==> config.mk <==
export PLATFORM = sky130hd
export DESIGN_NAME = lm_sm_reg_sequencer
export DESIGN_NICKNAME = d
export VERILOG_FILES = /design/src/rtl/lm_sm_reg_sequencer.sv
export SDC_FILE = /design/constraint.sdc
export NUM_CORES = 1
export LEC_CHECK = 0
export CAP_MARGIN = 20
export CORE_AREA = 4 4 70 72
export CTS_CLUSTER_DIAMETER = 60
export DETAILED_ROUTE_END_ITERATION = 10
export DIE_AREA = 0 0 74 76
export PLACE_DENSITY = 0.7
export SETUP_SLACK_MARGIN = 0.2
export SLEW_MARGIN = 20
export SYNTH_ARGS = -nofsm -noshare
export SYNTH_HDL_FRONTEND = slang
export SYNTH_SLANG_ARGS = --single-unit
==> constraint.sdc <==
create_clock -name clk -period 2.2 [get_ports clk]
set_clock_uncertainty 0.1 [all_clocks]
set_input_delay 0.55 -clock clk [delete_from_list [all_inputs] [get_ports clk]]
set_output_delay 0.55 -clock clk [all_outputs]
set_load 0.05 [all_outputs]
==> src/rtl/lm_sm_reg_sequencer.sv <==
// Register/memory address sequencer for load-multiple and store-multiple.
// Latency: start -> first valid reg_addr/mem_addr is 1 cycle; one register per step.
// Backpressure: step=0 holds the current register/address indefinitely; start is ignored while busy.
//
// Ports:
//   clk, rst_n            : clock, asynchronous active-low reset
//   start, mask, base_addr: begin a sequence; mask and base latched in IDLE only
//   step                  : current transfer finished, advance to the next set bit
//   reg_addr, mem_addr    : current register index and its memory address
//   valid, last           : outputs meaningful / current register is the final one
//   busy, done, empty_mask: sequence active / one-cycle completion pulse / mask was zero
// Optional (LMSM_WRITEBACK_EN): wb_valid pulses with done, wb_addr is base + ADDR_STEP*popcount(mask).
module lm_sm_reg_sequencer #(
  parameter int ADDR_W    = 16,
  parameter int ADDR_STEP = 1
) (
  input  logic              clk,
  input  logic              rst_n,
  input  logic              start,
  input  logic [7:0]        mask,
  input  logic [ADDR_W-1:0] base_addr,
  input  logic              step,
  output logic [2:0]        reg_addr,
  output logic [ADDR_W-1:0] mem_addr,
  output logic              valid,
  output logic              last,
  output logic              busy,
  output logic              done,
  output logic              empty_mask
`ifdef LMSM_WRITEBACK_EN
  ,
  output logic              wb_valid,
  output logic [ADDR_W-1:0] wb_addr
`endif
);

  typedef enum logic [1:0] {
    S_IDLE = 2'd0,
    S_RUN  = 2'd1,
    S_DONE = 2'd2
  } state_t;

  state_t            state_q, state_d;
  logic [7:0]        rem_q, rem_d;
  logic [ADDR_W-1:0] addr_q, addr_d;
  logic              empty_q, empty_d;

  logic [2:0]        low_idx;
  logic              one_left;
  logic              run;

  // Lowest set bit of the remaining mask; scanning downward lets bit 0 win.
  always_comb begin
    low_idx = 3'd0;
    for (int i = 7; i >= 0; i--) begin
      if (rem_q[i]) low_idx = 3'(i);
    end
  end

  // Exactly one bit left: clearing the lowest set bit leaves nothing.
  assign one_left = (rem_q != 8'd0) && ((rem_q & (rem_q - 8'd1)) == 8'd0);
  assign run      = (state_q == S_RUN);

`ifdef LMSM_WRITEBACK_EN
  logic [ADDR_W-1:0] wb_addr_q, wb_addr_d;
  logic [3:0]        pop_cnt;

  always_comb begin
    pop_cnt = 4'd0;
    for (int i = 0; i < 8; i++) begin
      pop_cnt = pop_cnt + {3'd0, mask[i]};
    end
  end
`endif

  always_comb begin
    state_d = state_q;
    rem_d   = rem_q;
    addr_d  = addr_q;
    empty_d = empty_q;
`ifdef LMSM_WRITEBACK_EN
    wb_addr_d = wb_addr_q;
`endif
    case (state_q)
      S_IDLE: begin
        if (start) begin
          rem_d   = mask;
          addr_d  = base_addr;
          empty_d = (mask == 8'd0);
          state_d = (mask == 8'd0) ? S_DONE : S_RUN;
`ifdef LMSM_WRITEBACK_EN
          wb_addr_d = base_addr + ADDR_W'(ADDR_STEP * int'(pop_cnt));
`endif
        end
      end
      S_RUN: begin
        if (step) begin
          rem_d  = rem_q & (rem_q - 8'd1);
          addr_d = addr_q + ADDR_W'(ADDR_STEP);
          if (one_left) state_d = S_DONE;
        end
      end
      S_DONE: begin
        state_d = S_IDLE;
      end
      default: begin
        state_d = S_IDLE;
      end
    endcase
  end

  always_ff @(posedge clk or negedge rst_n) begin
    if (!rst_n) begin
      state_q <= S_IDLE;
      rem_q   <= 8'd0;
      addr_q  <= '0;
      empty_q <= 1'b0;
    end else begin
      state_q <= state_d;
      rem_q   <= rem_d;
      addr_q  <= addr_d;
      empty_q <= empty_d;
    end
  end

`ifdef LMSM_WRITEBACK_EN
  always_ff @(posedge clk or negedge rst_n) begin
    if (!rst_n) begin
      wb_addr_q <= '0;
    end else begin
      wb_addr_q <= wb_addr_d;
    end
  end

  assign wb_valid = (state_q == S_DONE);
  assign wb_addr  = wb_addr_q;
`endif

  assign valid      = run;
  assign reg_addr   = run ? low_idx : 3'd0;
  assign last       = run && one_left;
  // Address register is visible at all times so it holds its final value after DONE.
  assign mem_addr   = addr_q;
  assign busy       = (state_q != S_IDLE);
  assign done       = (state_q == S_DONE);
  assign empty_mask = (state_q == S_DONE) && empty_q;

endmodule

After elaboration in Yosys (flattened, before gate mapping) --
Index checks and enable logic that the tools add are counted.
Word-level totals: register bits 27, bits of input ports 28, output and inout bits 24, logic and storage cells 44
Operators by class: add/subtract/negate cells 2, eq/ne operators 5, muxes and demuxes 20, bitwise gates (word level) 1, reduce and logical (&&, ||, !) cells 12
Operators with widths (number):
- 2-to-1 mux 16 bit | 2
- one-hot mux 16 bit (2 select lines) | 1
- 2-to-1 mux 3 bit | 9
- adder 16 x 1 -> 16 bit, second input constant | 1
- zero test 8 bit | 2
- 2-to-1 mux 8 bit | 2
- one-hot mux 8 bit (2 select lines) | 1
- bitwise AND 8 bit | 1
- 2-to-1 mux 2 bit | 4
- nonzero test 8 bit | 1
- subtractor 8 x 1 -> 8 bit, second input constant | 1
- inequality test 2 bit, second input constant | 3
- AND reduction 3 bit | 2
- one-hot mux 2 bit (2 select lines) | 1
- nonzero test 2 bit | 2
- logical AND 1 bit | 3
- == test 2 x 1 -> 1 bit, second input constant | 1
- == test 2 bit, second input constant | 1
- zero test 2 bit | 1
- AND reduction 2 bit | 1

Longest topological paths before layout --
word-level depth 9, gate-level depth with buffers 6, depth with buffers taken out 5

Worst setup path before layout --
OpenSTA, ideal clock, no wires.
kind flip-flop to output port, start point register rem_q[0], end point output reg_addr[2], data arrival time 2173 ps, required time 1550 ps, slack -623 ps, cell stages (with the launch flop) 5, path buffers 2, cells stage by stage dfrtp_1 buf_6 or4_1 buf_2 nor3_1
Between the ends: word-level cells in the longest chain between the ends 2
Ends and longest elaborated chain:
- from (decl) | RTL line 44 | logic [7:0] rem_q, rem_d;
- from (signal assigned) | RTL line 120 | rem_q <= rem_d;
- 2-to-1 mux 3 bit | RTL line 56 | if (rem_q[i]) low_idx = 3'(i);
- 2-to-1 mux 3 bit | RTL line 140 | assign reg_addr = run ? low_idx : 3'd0;
- to (decl) | RTL line 23 | output logic [2:0] reg_addr,
No other way between the ends.

Worst setup path in the final report --
start point register rem_q[0], end point output last
Between the ends: word-level cells in the longest chain between the ends 5
Ends and longest elaborated chain:
- subtractor 8 x 1 -> 8 bit | RTL line 61 | assign one_left = (rem_q != 8'd0) && ((rem_q & (rem_q - 8'd1)) == 8'd0);
- bitwise AND 8 bit | RTL line 61
- zero test 8 bit | RTL line 61
- logical AND 1 bit * | RTL line 61
- logical AND 1 bit * | RTL line 141 | assign last = run && one_left;
- to (decl) | RTL line 26 | output logic last,
Every way passes the cells marked *; elsewhere a longest branch is shown, timed or not.

==> results.py <==
metrics = {
    "outcome": {
        "status": "complete, but fails checks",
        "violations": "setup timing",
    },
    "worst_setup_path": {
        "setup.worst_path.end_class": "output pin",
        "cp_max_fo": 4,
        "worst-setup-path-type": "flop to output pin",
        "critPathLaunch": "rem_q[0]$_DFFE_PN0P_",
        "cp-start-kind": "flop",
        "arrival_ps": 2110,
        "worstReg2RegStart": "rem_q[0]$_DFFE_PN0P_",
        "critPathRequiredTime_ps": 1550,
    },
    "synthesis": {
        "synth-main-ff-cell": "sky130_fd_sc_hd__dfrtp_1",
        "syn_area_per_cell_um2": 8.43,
        "ys_ff_latch": 27,
        "synth_cells": 205,
        "yosysSeqAreaShare_pct": 39.1,
        "synth_area_leaders": "sky130_fd_sc_hd__dfrtp_1 (39%), sky130_fd_sc_hd__a21oi_1 (4.3%), sky130_fd_sc_hd__nor3_1 (4.3%)",
        "synth.largest_area_cell": "sky130_fd_sc_hd__dfrtp_1",
        "yosysWarningCount": 0,
        "ys_async_sr_fraction_pct": 100,
        "syn_area_mm2": 0.00173,
        "synth_largest_type_area_fraction_pct": 39.1,
        "synth_edf_count": 0,
        "distinct_cells_synth": 48,
        "postSynthNetCount": 234,
    },
    "timing": {
        "layout_worst_path_cycle_share_pct": 125,
        "period_needed_ps": 2760,
        "postLayoutSetupSlackWorst_ps": -557,
        "finalHoldViolCount": 0,
        "timing.final.max_slew_violations": 0,
        "slew_headroom_pct": 68.6,
        "finalSetupViolations": 2,
        "setup_tns_ps": -723,
        "tightestPinTransition_ps": 467,
        "rsz_0062_raised_after_global_routing": "true",
        "fmax_ghz": 0.363,
    },
    "grt": {
        "grt_usage_pct": 20.3,
        "grt.overflow.total": 0,
        "antenna_violations_before_repair": 0,
        "pin_count_of_the_biggest_net_entering_global_routing": 28,
        "grt_pass1_wl_mm": 9.18,
        "via_count_of_the_first_global_routing_pass": 1822,
    },
    "flow_run": {
        "drv.max_cap_violation_count": 0,
    },
    "floorplan": {
        "die-height_um": 76,
        "io_pins": 52,
        "dieWidth_um": 74,
        "effective_utilization_at_floorplan_pct": 40.2,
        "fp.coreArea_mm2": 0.00429,
        "dieArea_mm2": 0.00562,
        "rows": 24,
    },
    "pwr": {
        "power_density_mw_per_mm2": 1760,
        "total_leakage_power_nw": 1.20,
        "peak_vdd_ir_mv": 0.786,
    },
    "drt": {
        "route.detailed.vias_per_inst": 5.83,
        "antenna_violating_nets_post_route": 0,
        "total_vias_in_the_final_route": 1969,
        "drt_first_iter_violations": 146,
        "drc_errors": 0,
        "drt-wirelength-per-cell_um": 16.9,
        "finalWirelength_mm": 5.71,
        "dr.pass1.iters": 4,
    },
    "min_path": {
        "hold_path.class": "flop to flop",
        "hold_path_startpoint": "empty_q$_DFFE_PN0P_",
    },
    "final_layout": {
        "layout.filler_cells": 353,
        "area.growth.synth_to_final_pct": 63.8,
        "diodes": 0,
        "layout-drive-gt1-share_pct": 33.2,
        "finalNetCount": 316,
        "finalNonFillerCells": 338,
    },
    "clocking": {
        "total_clock_buffers_created_by_cts": 3,
        "cts.sinks": 27,
        "postCtsHoldBufs": 0,
        "clk_root_buffer_cell": "sky130_fd_sc_hd__clkbuf_8",
        "cts_tree": "built",
        "clock_tree.buffer_depth": 2,
        "clkSlewWorstSetupHoldPaths_ps": 100,
        "htree_levels": 1,
        "clock_latency_ps": 270,
    },
    "place": {
        "place.detailed.instances": 324,
        "io_buffer_count": 51,
        "dp_hpwl_mm": 3.99,
        "globalplace.congestion": 0.844,
    },
}
## where the power goes
part | internal [W] | switching [W]
clock network | 0.000129 | 0.000162
registers | 0.000718 | 0.000271
logic | 0.00171 | 0.00200
total | 0.00256 | 0.00243
## per-layer routing
metal | GRT usage, % | wire, um | vias up
li1 | - | - | 956
met5 | 0 | 0 | -
met4 | 6.70 | 61 | 0
met1 | 27.4 | 2350 | 944
met2 | 32.9 | 2990 | 64
met3 | 2.90 | 306 | 5
## what timing repair did
| item | CTS | global route |
|---|---|---|
| setup endpoints to repair | 8 | 12 |
| buffers inserted | 5 | 4 |
| cloned | 1 | 0 |
| resized for setup | 13 | 12 |
| pin swaps | 2 | 6 |
| endpoints found under the hold margin | 0 | 0 |
## registers in the layout, summed over array words and instances, names as in the netlist
| name | cells |
|---|---|
| mem_addr | 16 |
| rem_q | 8 |
| state_q | 2 |
| empty_q | 1 |
## cell usage after synthesis (2+ instances only)
cell                       instances
sky130_fd_sc_hd__o31ai_1           3
sky130_fd_sc_hd__o22ai_1           4
sky130_fd_sc_hd__clkbuf_1         11
sky130_fd_sc_hd__a311oi_1          2
sky130_fd_sc_hd__a22o_1            7
sky130_fd_sc_hd__buf_2             2
sky130_fd_sc_hd__nand2_1          16
sky130_fd_sc_hd__o311a_1           2
sky130_fd_sc_hd__dfrtp_1          27
sky130_fd_sc_hd__nor2_1           17
sky130_fd_sc_hd__or4_1             3
sky130_fd_sc_hd__nor2b_1           2
sky130_fd_sc_hd__a21oi_1          15
sky130_fd_sc_hd__o32ai_1           2
sky130_fd_sc_hd__o21a_1            2
sky130_fd_sc_hd__mux2i_1           2
sky130_fd_sc_hd__inv_1             4
sky130_fd_sc_hd__or3_1             2
sky130_fd_sc_hd__o21ai_0          11
sky130_fd_sc_hd__and4_1            2
sky130_fd_sc_hd__a31oi_1           3
sky130_fd_sc_hd__a211oi_1          2
sky130_fd_sc_hd__nand3_1           9
sky130_fd_sc_hd__and2_1            3
sky130_fd_sc_hd__o221a_2           3
sky130_fd_sc_hd__and3_1            5
sky130_fd_sc_hd__nor4_1            9
sky130_fd_sc_hd__nor3_1           15
## path summary, 6_finish.rpt
check | slack [ps] | cells past startpoint | end
worst max-delay path | -560 | 5 | last
worst max register to register | 210 | 5 | state_q[0]$_DFFE_PN0P_
worst min register to register | 410 | 2 | empty_q$_DFFE_PN0P_
max in group asynchronous | 1160 | 2 | mem_addr[2]$_DFFE_PN0P_
min in group asynchronous | 550 | 2 | mem_addr[5]$_DFFE_PN0P_
worst min-delay path | 410 | 2 | empty_q$_DFFE_PN0P_
## final cells by class
cell class / instances / area (um2) / area share, %
multi-input cells: 159 / 1080 / 38.2
repair buffers: 91 / 932 / 32.9
flip-flops and latches: 27 / 678 / 24.0
well taps: 52 / 65.1 / 2.30
clock buffers: 3 / 41.3 / 1.46
inverters: 5 / 23.8 / 0.840
clock inverters: 1 / 7.51 / 0.265
## cell usage in the layout, fill, tap and decap left out, types with 2 or more instances in the layout
| cell | count |
|---|---|
| sky130_fd_sc_hd__buf_4 | 47 |
| sky130_fd_sc_hd__clkdlybuf4s50_1 | 27 |
| sky130_fd_sc_hd__dfrtp_1 | 25 |
| sky130_fd_sc_hd__nand2_1 | 16 |
| sky130_fd_sc_hd__a21oi_1 | 15 |
| sky130_fd_sc_hd__nor2_1 | 15 |
| sky130_fd_sc_hd__nor3_1 | 12 |
| sky130_fd_sc_hd__o21ai_0 | 11 |
| sky130_fd_sc_hd__buf_12 | 11 |
| sky130_fd_sc_hd__nand3_1 | 9 |
| sky130_fd_sc_hd__a22o_1 | 7 |
| sky130_fd_sc_hd__nor4_1 | 6 |
| sky130_fd_sc_hd__buf_6 | 5 |
| sky130_fd_sc_hd__inv_1 | 4 |
| sky130_fd_sc_hd__and3_1 | 4 |
| sky130_fd_sc_hd__o22ai_1 | 4 |
| sky130_fd_sc_hd__nor4_2 | 3 |
| sky130_fd_sc_hd__o31ai_1 | 3 |
| sky130_fd_sc_hd__a31oi_1 | 3 |
| sky130_fd_sc_hd__o221a_2 | 3 |
| sky130_fd_sc_hd__clkbuf_8 | 3 |
| sky130_fd_sc_hd__nor3_2 | 2 |
| sky130_fd_sc_hd__o21a_1 | 2 |
| sky130_fd_sc_hd__or4_4 | 2 |
| sky130_fd_sc_hd__a311oi_1 | 2 |
| sky130_fd_sc_hd__and4_1 | 2 |
| sky130_fd_sc_hd__and2_1 | 2 |
| sky130_fd_sc_hd__a211oi_1 | 2 |
| sky130_fd_sc_hd__o32ai_1 | 2 |
| sky130_fd_sc_hd__dfrtp_2 | 2 |
## critical path, stage by stage, from the launching register on
cell and delay, ps:
sky130_fd_sc_hd__dfrtp_1 390, sky130_fd_sc_hd__or4_4 570, sky130_fd_sc_hd__o21a_1 220, sky130_fd_sc_hd__or3_4 330
sky130_fd_sc_hd__and3_4 180, sky130_fd_sc_hd__buf_12 140
## stage by stage
step                hold WS (ps)  util (%)  cell area (um2)  total power, W  setup slack [ps]
finish                       405      65.9             2830         0.00499              -557
global route                 476      65.9             2830         0.00528              -599
CTS                          417      64.0             2750         0.00484              -522
detailed placement           393      59.6             2560         0.00427              -209
global placement             375      59.6             2560         0.00424              -193
floorplan                    154         -             1760         0.00297              -268
## cell families after synthesis
group	Yosys count	synth area share (%)
buf+inv	19	4.71
simple gates	89	26.5
xor+xnor	1	0.507
mux	3	1.81
compound gates	64	26.1
fa+ha+maj	2	1.30
flops	27	39.1
No activity file was read; power rests on OpenSTA's default activity.
